$ cat config.mk
export PLATFORM = sky130hd
export DESIGN_NAME = ram_16k_fifo_ctrl
export DESIGN_NICKNAME = d
export VERILOG_FILES = /design/src/rtl/ram_16k_fifo_ctrl.sv
export SDC_FILE = /design/constraint.sdc
export NUM_CORES = 1
export LEC_CHECK = 0
export CAP_MARGIN = 20
export CORE_UTILIZATION = 34
export CTS_CLUSTER_DIAMETER = 80
export DETAILED_ROUTE_END_ITERATION = 8
export GPL_ROUTABILITY_DRIVEN = 0
export HOLD_SLACK_MARGIN = 0.15
export PLACE_DENSITY = 0.82
export SETUP_SLACK_MARGIN = 0.5
export SLEW_MARGIN = 20
export SYNTH_ARGS = -nofsm -noshare
export SYNTH_HDL_FRONTEND = slang
export SYNTH_SLANG_ARGS = --single-unit
export TNS_END_PERCENT = 100
$ cat constraint.sdc
create_clock -name Clk -period 2.2 [get_ports Clk]
set_input_delay 0.44 -clock Clk [delete_from_list [all_inputs] [get_ports Clk]]
set_output_delay 0.44 -clock Clk [all_outputs]
set_load 0.005 [all_outputs]
$ cat src/rtl/ram_16k_fifo_ctrl.sv
// ram_16k_fifo_ctrl
// Single-clock FIFO controller that drives port pair 0 of a RAM_16K_BLK macro.
// It owns the pointers, occupancy, status and error flags. The RAM itself lives
// outside this block and returns read data one cycle after a read-enabled edge.
module ram_16k_fifo_ctrl #(
  parameter int addr_int        = 9,
  parameter int data_width_int  = 36,
  parameter int wr_enable_int   = 4,
  parameter int almost_full_th  = 508,
  parameter int almost_empty_th = 4
) (
  input  logic                      Clk,
  input  logic                      Rst_n,
  input  logic                      Flush,
  input  logic                      Push,
  input  logic [data_width_int-1:0] Push_Data,
  input  logic                      Pop,
  output logic [data_width_int-1:0] Pop_Data,
  output logic                      Pop_Valid,
  output logic                      Full,
  output logic                      Empty,
  output logic                      Almost_Full,
  output logic                      Almost_Empty,
  output logic [addr_int:0]         Level,
  output logic                      Overflow,
  output logic                      Underflow,
  output logic [addr_int-1:0]       Ram_WA,
  output logic [addr_int-1:0]       Ram_RA,
  output logic [data_width_int-1:0] Ram_WD,
  output logic [wr_enable_int-1:0]  Ram_WEN,
  output logic                      Ram_WClk_En,
  output logic                      Ram_RClk_En,
  input  logic [data_width_int-1:0] Ram_RD
);

  localparam logic [addr_int:0] DEPTH_L = (addr_int+1)'(2**addr_int);
  localparam logic [addr_int:0] AF_TH   = (addr_int+1)'(almost_full_th);
  localparam logic [addr_int:0] AE_TH   = (addr_int+1)'(almost_empty_th);

  logic [addr_int-1:0] wr_ptr_q, wr_ptr_d;
  logic [addr_int-1:0] rd_ptr_q, rd_ptr_d;
  logic [addr_int:0]   level_q, level_d;
  logic                full_q, full_d;
  logic                empty_q, empty_d;
  logic                afull_q, afull_d;
  logic                aempty_q, aempty_d;
  logic                ovf_q, ovf_d;
  logic                unf_q, unf_d;
  logic                pop_valid_q, pop_valid_d;
  logic                push_acc;
  logic                pop_acc;

  // Acceptance uses only registered flags, so a push at Full or a pop at Empty
  // is refused even when the opposite side is accepted in the same cycle; this
  // also keeps the RAM from reading and writing one address in a single cycle.
  always_comb begin
    push_acc = Push & ~full_q  & ~Flush;
    pop_acc  = Pop  & ~empty_q & ~Flush;
  end

  // Next-state for pointers, occupancy, flags and sticky errors.
  always_comb begin
    wr_ptr_d    = wr_ptr_q;
    rd_ptr_d    = rd_ptr_q;
    level_d     = level_q;
    ovf_d       = ovf_q;
    unf_d       = unf_q;
    pop_valid_d = pop_acc;
    if (Flush) begin
      wr_ptr_d    = '0;
      rd_ptr_d    = '0;
      level_d     = '0;
      ovf_d       = 1'b0;
      unf_d       = 1'b0;
      pop_valid_d = 1'b0;
    end else begin
      if (push_acc) wr_ptr_d = wr_ptr_q + addr_int'(1);
      if (pop_acc)  rd_ptr_d = rd_ptr_q + addr_int'(1);
      if (push_acc && !pop_acc) level_d = level_q + (addr_int+1)'(1);
      if (pop_acc && !push_acc) level_d = level_q - (addr_int+1)'(1);
      if (Push && full_q)  ovf_d = 1'b1;
      if (Pop  && empty_q) unf_d = 1'b1;
    end
    full_d   = (level_d == DEPTH_L);
    empty_d  = (level_d == '0);
    afull_d  = (level_d >= AF_TH);
    aempty_d = (level_d <= AE_TH);
  end

  // State register; reset puts the FIFO in the empty, error-free state.
  always_ff @(posedge Clk or negedge Rst_n) begin
    if (!Rst_n) begin
      wr_ptr_q    <= '0;
      rd_ptr_q    <= '0;
      level_q     <= '0;
      full_q      <= 1'b0;
      empty_q     <= 1'b1;
      afull_q     <= 1'b0;
      aempty_q    <= 1'b1;
      ovf_q       <= 1'b0;
      unf_q       <= 1'b0;
      pop_valid_q <= 1'b0;
    end else begin
      wr_ptr_q    <= wr_ptr_d;
      rd_ptr_q    <= rd_ptr_d;
      level_q     <= level_d;
      full_q      <= full_d;
      empty_q     <= empty_d;
      afull_q     <= afull_d;
      aempty_q    <= aempty_d;
      ovf_q       <= ovf_d;
      unf_q       <= unf_d;
      pop_valid_q <= pop_valid_d;
    end
  end

  // RAM-side controls are combinational so the macro samples them on the same
  // edge that commits the controller state.
  always_comb begin
    Ram_WA      = wr_ptr_q;
    Ram_WD      = Push_Data;
    Ram_WEN     = {wr_enable_int{push_acc}};
    Ram_WClk_En = push_acc;
    Ram_RA      = rd_ptr_q;
    Ram_RClk_En = pop_acc;
  end

  // Status and data outputs.
  always_comb begin
    Pop_Data     = Ram_RD;
    Pop_Valid    = pop_valid_q;
    Full         = full_q;
    Empty        = empty_q;
    Almost_Full  = afull_q;
    Almost_Empty = aempty_q;
    Level        = level_q;
    Overflow     = ovf_q;
    Underflow    = unf_q;
  end

endmodule

-- Word level (Yosys, flattened, before mapping)
Index checks and enable logic that the tools add are counted.
- bits in registers: 35
- input port bits: 77
- logic and storage cells: 47
- $add $sub $neg: 4
- magnitude comparators: 2
- equality and inequality tests: 1
- mux-type cells: 12
- bitwise operators: 7
- reductions and logical operators: 11
- operators by type and width (kind ; number):
    $mux 9 ; 4
    $mux 10 ; 3
    $add 9x1->9 const B ; 2
    $add 10x1->10 const B ; 1
    $eq 10x10->1 const B ; 1
    $ge 10x9->1 const B ; 1
    $le 10x3->1 const B ; 1
    $logic_not 10->1 ; 1
    $sub 10x1->10 const B ; 1
    $reduce_bool 2->1 ; 4
    $mux 1 ; 5
    $and 1x1->1 ; 4
    $logic_and 1x1->1 ; 4
    $not 1->1 ; 3
    $logic_not 1->1 ; 2

-- Longest topological paths before layout
- word-level depth: 9
- gate-level depth with buffers: 8

-- Worst setup path before layout
Ideal clock, no wire load.
- kind: input to output
- start point: in Flush
- end point: out Ram_WEN[0]
- data arrival time: 1.493 ns
- data required time: 1.760 ns
- slack: 0.267 ns
- stages: 5
- path buffers: 4
- cell sequence: buf_2 buf_1 buf_1 nor2_1 buf_4
- cells in the longest elaborated chain, start to end: 2
- ends and longest elaborated chain (what ; RTL line ; text):
    start, declared ; 14 ; input logic Flush,
    $not 1->1 ; 57 ; push_acc = Push & ~full_q & ~Flush;
    $and 1x1->1 ; 57 ;
    end, declared ; 30 ; output logic [wr_enable_int-1:0] Ram_WEN,
Every way passes these cells.

-- Worst setup path after layout
- start point: reg level_q[2] (netlist: Level[2])
- end point: reg full_q (netlist: Full)
- cells in the longest elaborated chain, start to end: 5
- elaborated cells on any way between the ends: 6
- classes of those cells: add/sub (2); eq/ne (1); mux (3)
- ends and longest elaborated chain (what ; RTL line ; text):
    start, declared ; 42 ; logic [addr_int:0] level_q, level_d;
    start signal, assigned ; 106 ; level_q <= level_d;
    $add 10x1->10 ; 79 ; if (push_acc && !pop_acc) level_d = level_q + (addr_int+1)'(1);
    $mux 10 ; 79 ;
    $mux 10 * ; 80 ; if (pop_acc && !push_acc) level_d = level_q - (addr_int+1)'(1);
    $mux 10 * ; 69 ; if (Flush) begin
    $eq 10x10->1 * ; 84 ; full_d = (level_d == DEPTH_L);
    net full_d ; 43 ; logic full_q, full_d;
    end signal, assigned ; 107 ; full_q <= full_d;
    end, declared ; 43 ;
Mark *: on every way through the listed nets, which the timed path passes. The rest lies on a longest branch.
A chain may end at the register's enable or synchronous reset.

==> results.md <==
- Reg clk slew, reported paths: roughly 0.070 ns
- Clock Root Buffer: clkbuf_8
- CP endpoint kind: flip-flop
- Starting Density: a little over a third
- Synth Instances: 265
- Die W: 87.1 µm
- CP Data Arrival Time: 2.26 ns
- Top-area cell type share of the netlist area: 33.5%
- Synth Warn #: 0
- Synth top area cells: dfrtp_1 (34%), buf_4 (23%), nor2_1 (4.9%)
- Slew Viols, Final: 0
- Drt first pass iters: 4
- First-pass GRT wire length: 9360 µm
- Area growth syn-to-layout: 36.3%
- #FFs+latches synth: 35
- Setup Slack @ Placement: -0.370 ns
- Nets: between 300 and 400
- Hold crit path type: input pin to flip-flop
- Final period util: 94.5%
- Fraction of layout cells with a size suffix above 1: 46.6%
- Max VDD drop: 0.479 mV
- # DRC: 0
- Worst setup path end: Full$_DFF_PN0_
- GRT Residual Overflow: 0
- Reg power frac: 30.9%
- Worst path required time: ~2.4 ns
- Reg2Reg Setup Slack: 0.12 ns
- Tot Pwr: 0.00267 W
- Fmax: around 480 MHz
- PortBufs: 45
- Hold Fails Final Rpt: 0
- Sw Share: 33.5%
- WL/cell: 15.6 µm
- Finish-stage setup viols: 0
- Post-Route WL: around 6400 µm
- Max Cap Viol: 0
- Vias per cell: 4.94
- Cell Area, Synth: 2460 µm²
- Initial antenna violation count: 0
- H-tree depth: 2
- Antenna viol nets, final: 0
- Unique masters post-synth: 43
- Int Pwr: 0.00178 W
- Top-level I/O count: 190
- Area of the core: 6910 µm²
- Worst slew margin: approximately 69%
- Clock Latency Late Sink: 0.29 ns
- Worst R2R End: Full$_DFF_PN0_
- Initial DRC count: 80
- Clock Skew: 0.00515 ns
- Status: finished, final reports clean
- Total vias in the final route: 2009
- Non-Filler Instances: 407
- Setup ws final: 0.122 ns
- Avg Cell Area, Syn: roughly 9.3 µm²
- Slew @ Worst Pin: 0.462 ns
- Die Area: approximately 7600 µm²
- Seq/Total Area, Yosys: 35.7%
- Number of global-route vias before repair: roughly 1800
- Fillers: between 600 and 700
- Power Dens Cells: between 700 and 800 nW/µm²
- Largest net degree at the start of global routing: 36
- Worst-case clock buffer depth: 2
- Clock sink count: 35
- Cell accounting for the most synthesized area: dfrtp_1
- Worst reg-to-reg path cell count: 6
- Period minus WS final: ~2.1 ns
- DIE HEIGHT: 87.1 µm
- Cells after DPL: between 300 and 400
- Leak pwr: 1.62 nW
- Post-Synthesis Net Count: approximately 350
- Logic pwr share: roughly 47%
- Clock network power share: 21.8%
- RSZ-0062 raised after global routing: true
- RR Startpoint: Level[2]$_DFF_PN0_
- Crit Path Max Fanout: 5
- Startpoint types: flip-flop
- TritonCTS buffer count: 5
- Count of inserted antenna diode cells: 0
- Critical path class: flip-flop to flip-flop
- GRT Overall Usage: 16.0%
- Post-DP HPWL: 3750 µm
- CP startpoint: Level[2]$_DFF_PN0_
- CTS tree: built
- Row count: 30
- Net switching power: between 0.0008 and 0.0009 W
logic make-up after synthesis:
| group | count (synthesis) | share of synthesized area, % |
|---|---|---|
| flops | 35 | 35.7 |
| xor+xnor | 20 | 7.72 |
| mux | 1 | 0.406 |
| simple gates | 92 | 21.1 |
| compound gates | 22 | 6.91 |
| fa+ha+maj | 4 | 2.03 |
| buf+inv | 91 | 26.2 |
critical path, cell delays in order (launching register included):
cell and delay [ns]:
dfrtp_2 0.43, or3_4 0.40, nor3_4 0.27, a32oi_2 0.12, xor2_2 0.25, a41oi_2 0.22
nor4b_2 0.30
per-layer routing:
layer,share of wire [%],vias to the layer above,global-route usage (%),wire length [µm]
met5,0,-,0,0
met1,40,967,19.3,2540
met2,49,105,26.6,3110
met4,4.0,0,6.56,253
li1,-,900,-,-
met3,7.0,37,4.74,447
power by group through the flow:
stage,combinational (W),sequential [W],clock (W)
after floorplan,0.000522,0.000832,0
after global placement,0.000753,0.000856,0
after detailed placement,0.000774,0.000856,0
after CTS,0.000969,0.000824,0.000593
after global routing,0.00134,0.000837,0.000622
final,0.00126,0.000825,0.000581
placed cells by master (no fill, tap or decap), types with 2 or more instances in the layout:
| cell type | count |
|---|---|
| a21oi_1 | 6 |
| a32oi_2 | 2 |
| and3_1 | 4 |
| and4_1 | 2 |
| buf_4 | 60 |
| buf_6 | 21 |
| clkbuf_2 | 2 |
| clkbuf_8 | 5 |
| clkdlybuf4s50_1 | 26 |
| dfrtp_1 | 26 |
| dfrtp_2 | 7 |
| dfstp_2 | 2 |
| dlygate4sd2_1 | 5 |
| dlymetal6s2s_1 | 6 |
| ha_1 | 3 |
| inv_1 | 4 |
| inv_2 | 3 |
| nand2_1 | 13 |
| nand2_2 | 2 |
| nand3_1 | 7 |
| nand4_1 | 7 |
| nor2_1 | 24 |
| nor2_2 | 4 |
| nor2_4 | 4 |
| nor2b_4 | 3 |
| nor3_1 | 4 |
| nor3_4 | 2 |
| o21ai_0 | 3 |
| o21ai_2 | 2 |
| or3_1 | 3 |
| xnor2_1 | 5 |
| xnor2_2 | 3 |
| xor2_1 | 10 |
| xor2_2 | 2 |
timing repair:
action / in CTS / in global routing
pin swaps: 14 / 22
setup buffers: 22 / 32
gates resized for setup: 47 / 56
setup endpoints to repair: 37 / 42
hold buffers: 0 / 0
cells in the mapped netlist:
cell	count
a41o_1	1
nor3_1	5
a41oi_2	1
nor2b_4	2
a21oi_1	7
xor2_2	2
or3b_1	1
buf_4	76
o22ai_1	1
nor2b_1	2
xnor2_1	8
nor4_2	1
a32oi_2	2
nor3_4	2
nand2_1	14
nand4_2	1
nand4_1	7
buf_1	3
dfrtp_1	33
buf_2	3
nor2_1	32
o21ai_1	2
nand2_2	1
nor4_1	2
and3_1	5
a31oi_1	1
or3_1	3
nor4b_2	1
a221oi_1	1
or2b_4	1
o21ai_0	4
nand2b_1	2
and4_1	2
dfstp_2	2
a211o_1	1
mux2i_1	1
inv_1	7
or3_4	1
ha_1	4
xor2_1	10
o32ai_2	1
buf_6	2
nand3_1	7
per-stage QoR:
step / utilization, % / hold slack, ns / TNS, ns / cell area, µm²
floorplan: - / 0.144 / 0 / 2480
global route: 48.6 / 0.484 / 0 / 3360
CTS: 43.0 / 0.445 / 0 / 2970
global placement: 37.7 / 0.486 / -2.26 / 2600
detailed placement: 37.7 / 0.510 / -2.66 / 2600
finish: 48.6 / 0.462 / 0 / 3360
state kept, by name, summed over array words and instances, names as in the netlist:
register	count
Level	10
Almost_Full	1
Empty	1
Ram_WA	9
Overflow	1
Ram_RA	9
Almost_Empty	1
Underflow	1
Full	1
Pop_Valid	1
final cells by class:
cell class	count	area, µm²	area share (%)
Clock buffer	5	68.8	2.05
Clock inverter	3	43.8	1.30
Inverter	7	26.3	0.783
Multi-Input combinational cell	139	1110	33.2
Sequential cell	35	887	26.4
Tap cell	96	120	3.58
Timing Repair Buffer	122	1100	32.6
how the worst min path moves through the flow:
stage	end	startpoint	slack, ns	cells after the start
floorplan	Almost_Full$_DFF_PN0_	Rst_n	0.14	0
detailed placement	Overflow$_DFFE_PN0P_	Overflow$_DFFE_PN0P_	0.51	2
finish	Underflow$_DFFE_PN0P_	Pop	0.46	3
global placement	Overflow$_DFFE_PN0P_	Overflow$_DFFE_PN0P_	0.49	2
CTS	Underflow$_DFFE_PN0P_	Pop	0.45	3
global route	Underflow$_DFFE_PN0P_	Pop	0.48	3
No activity file was read; power rests on OpenSTA's default activity.
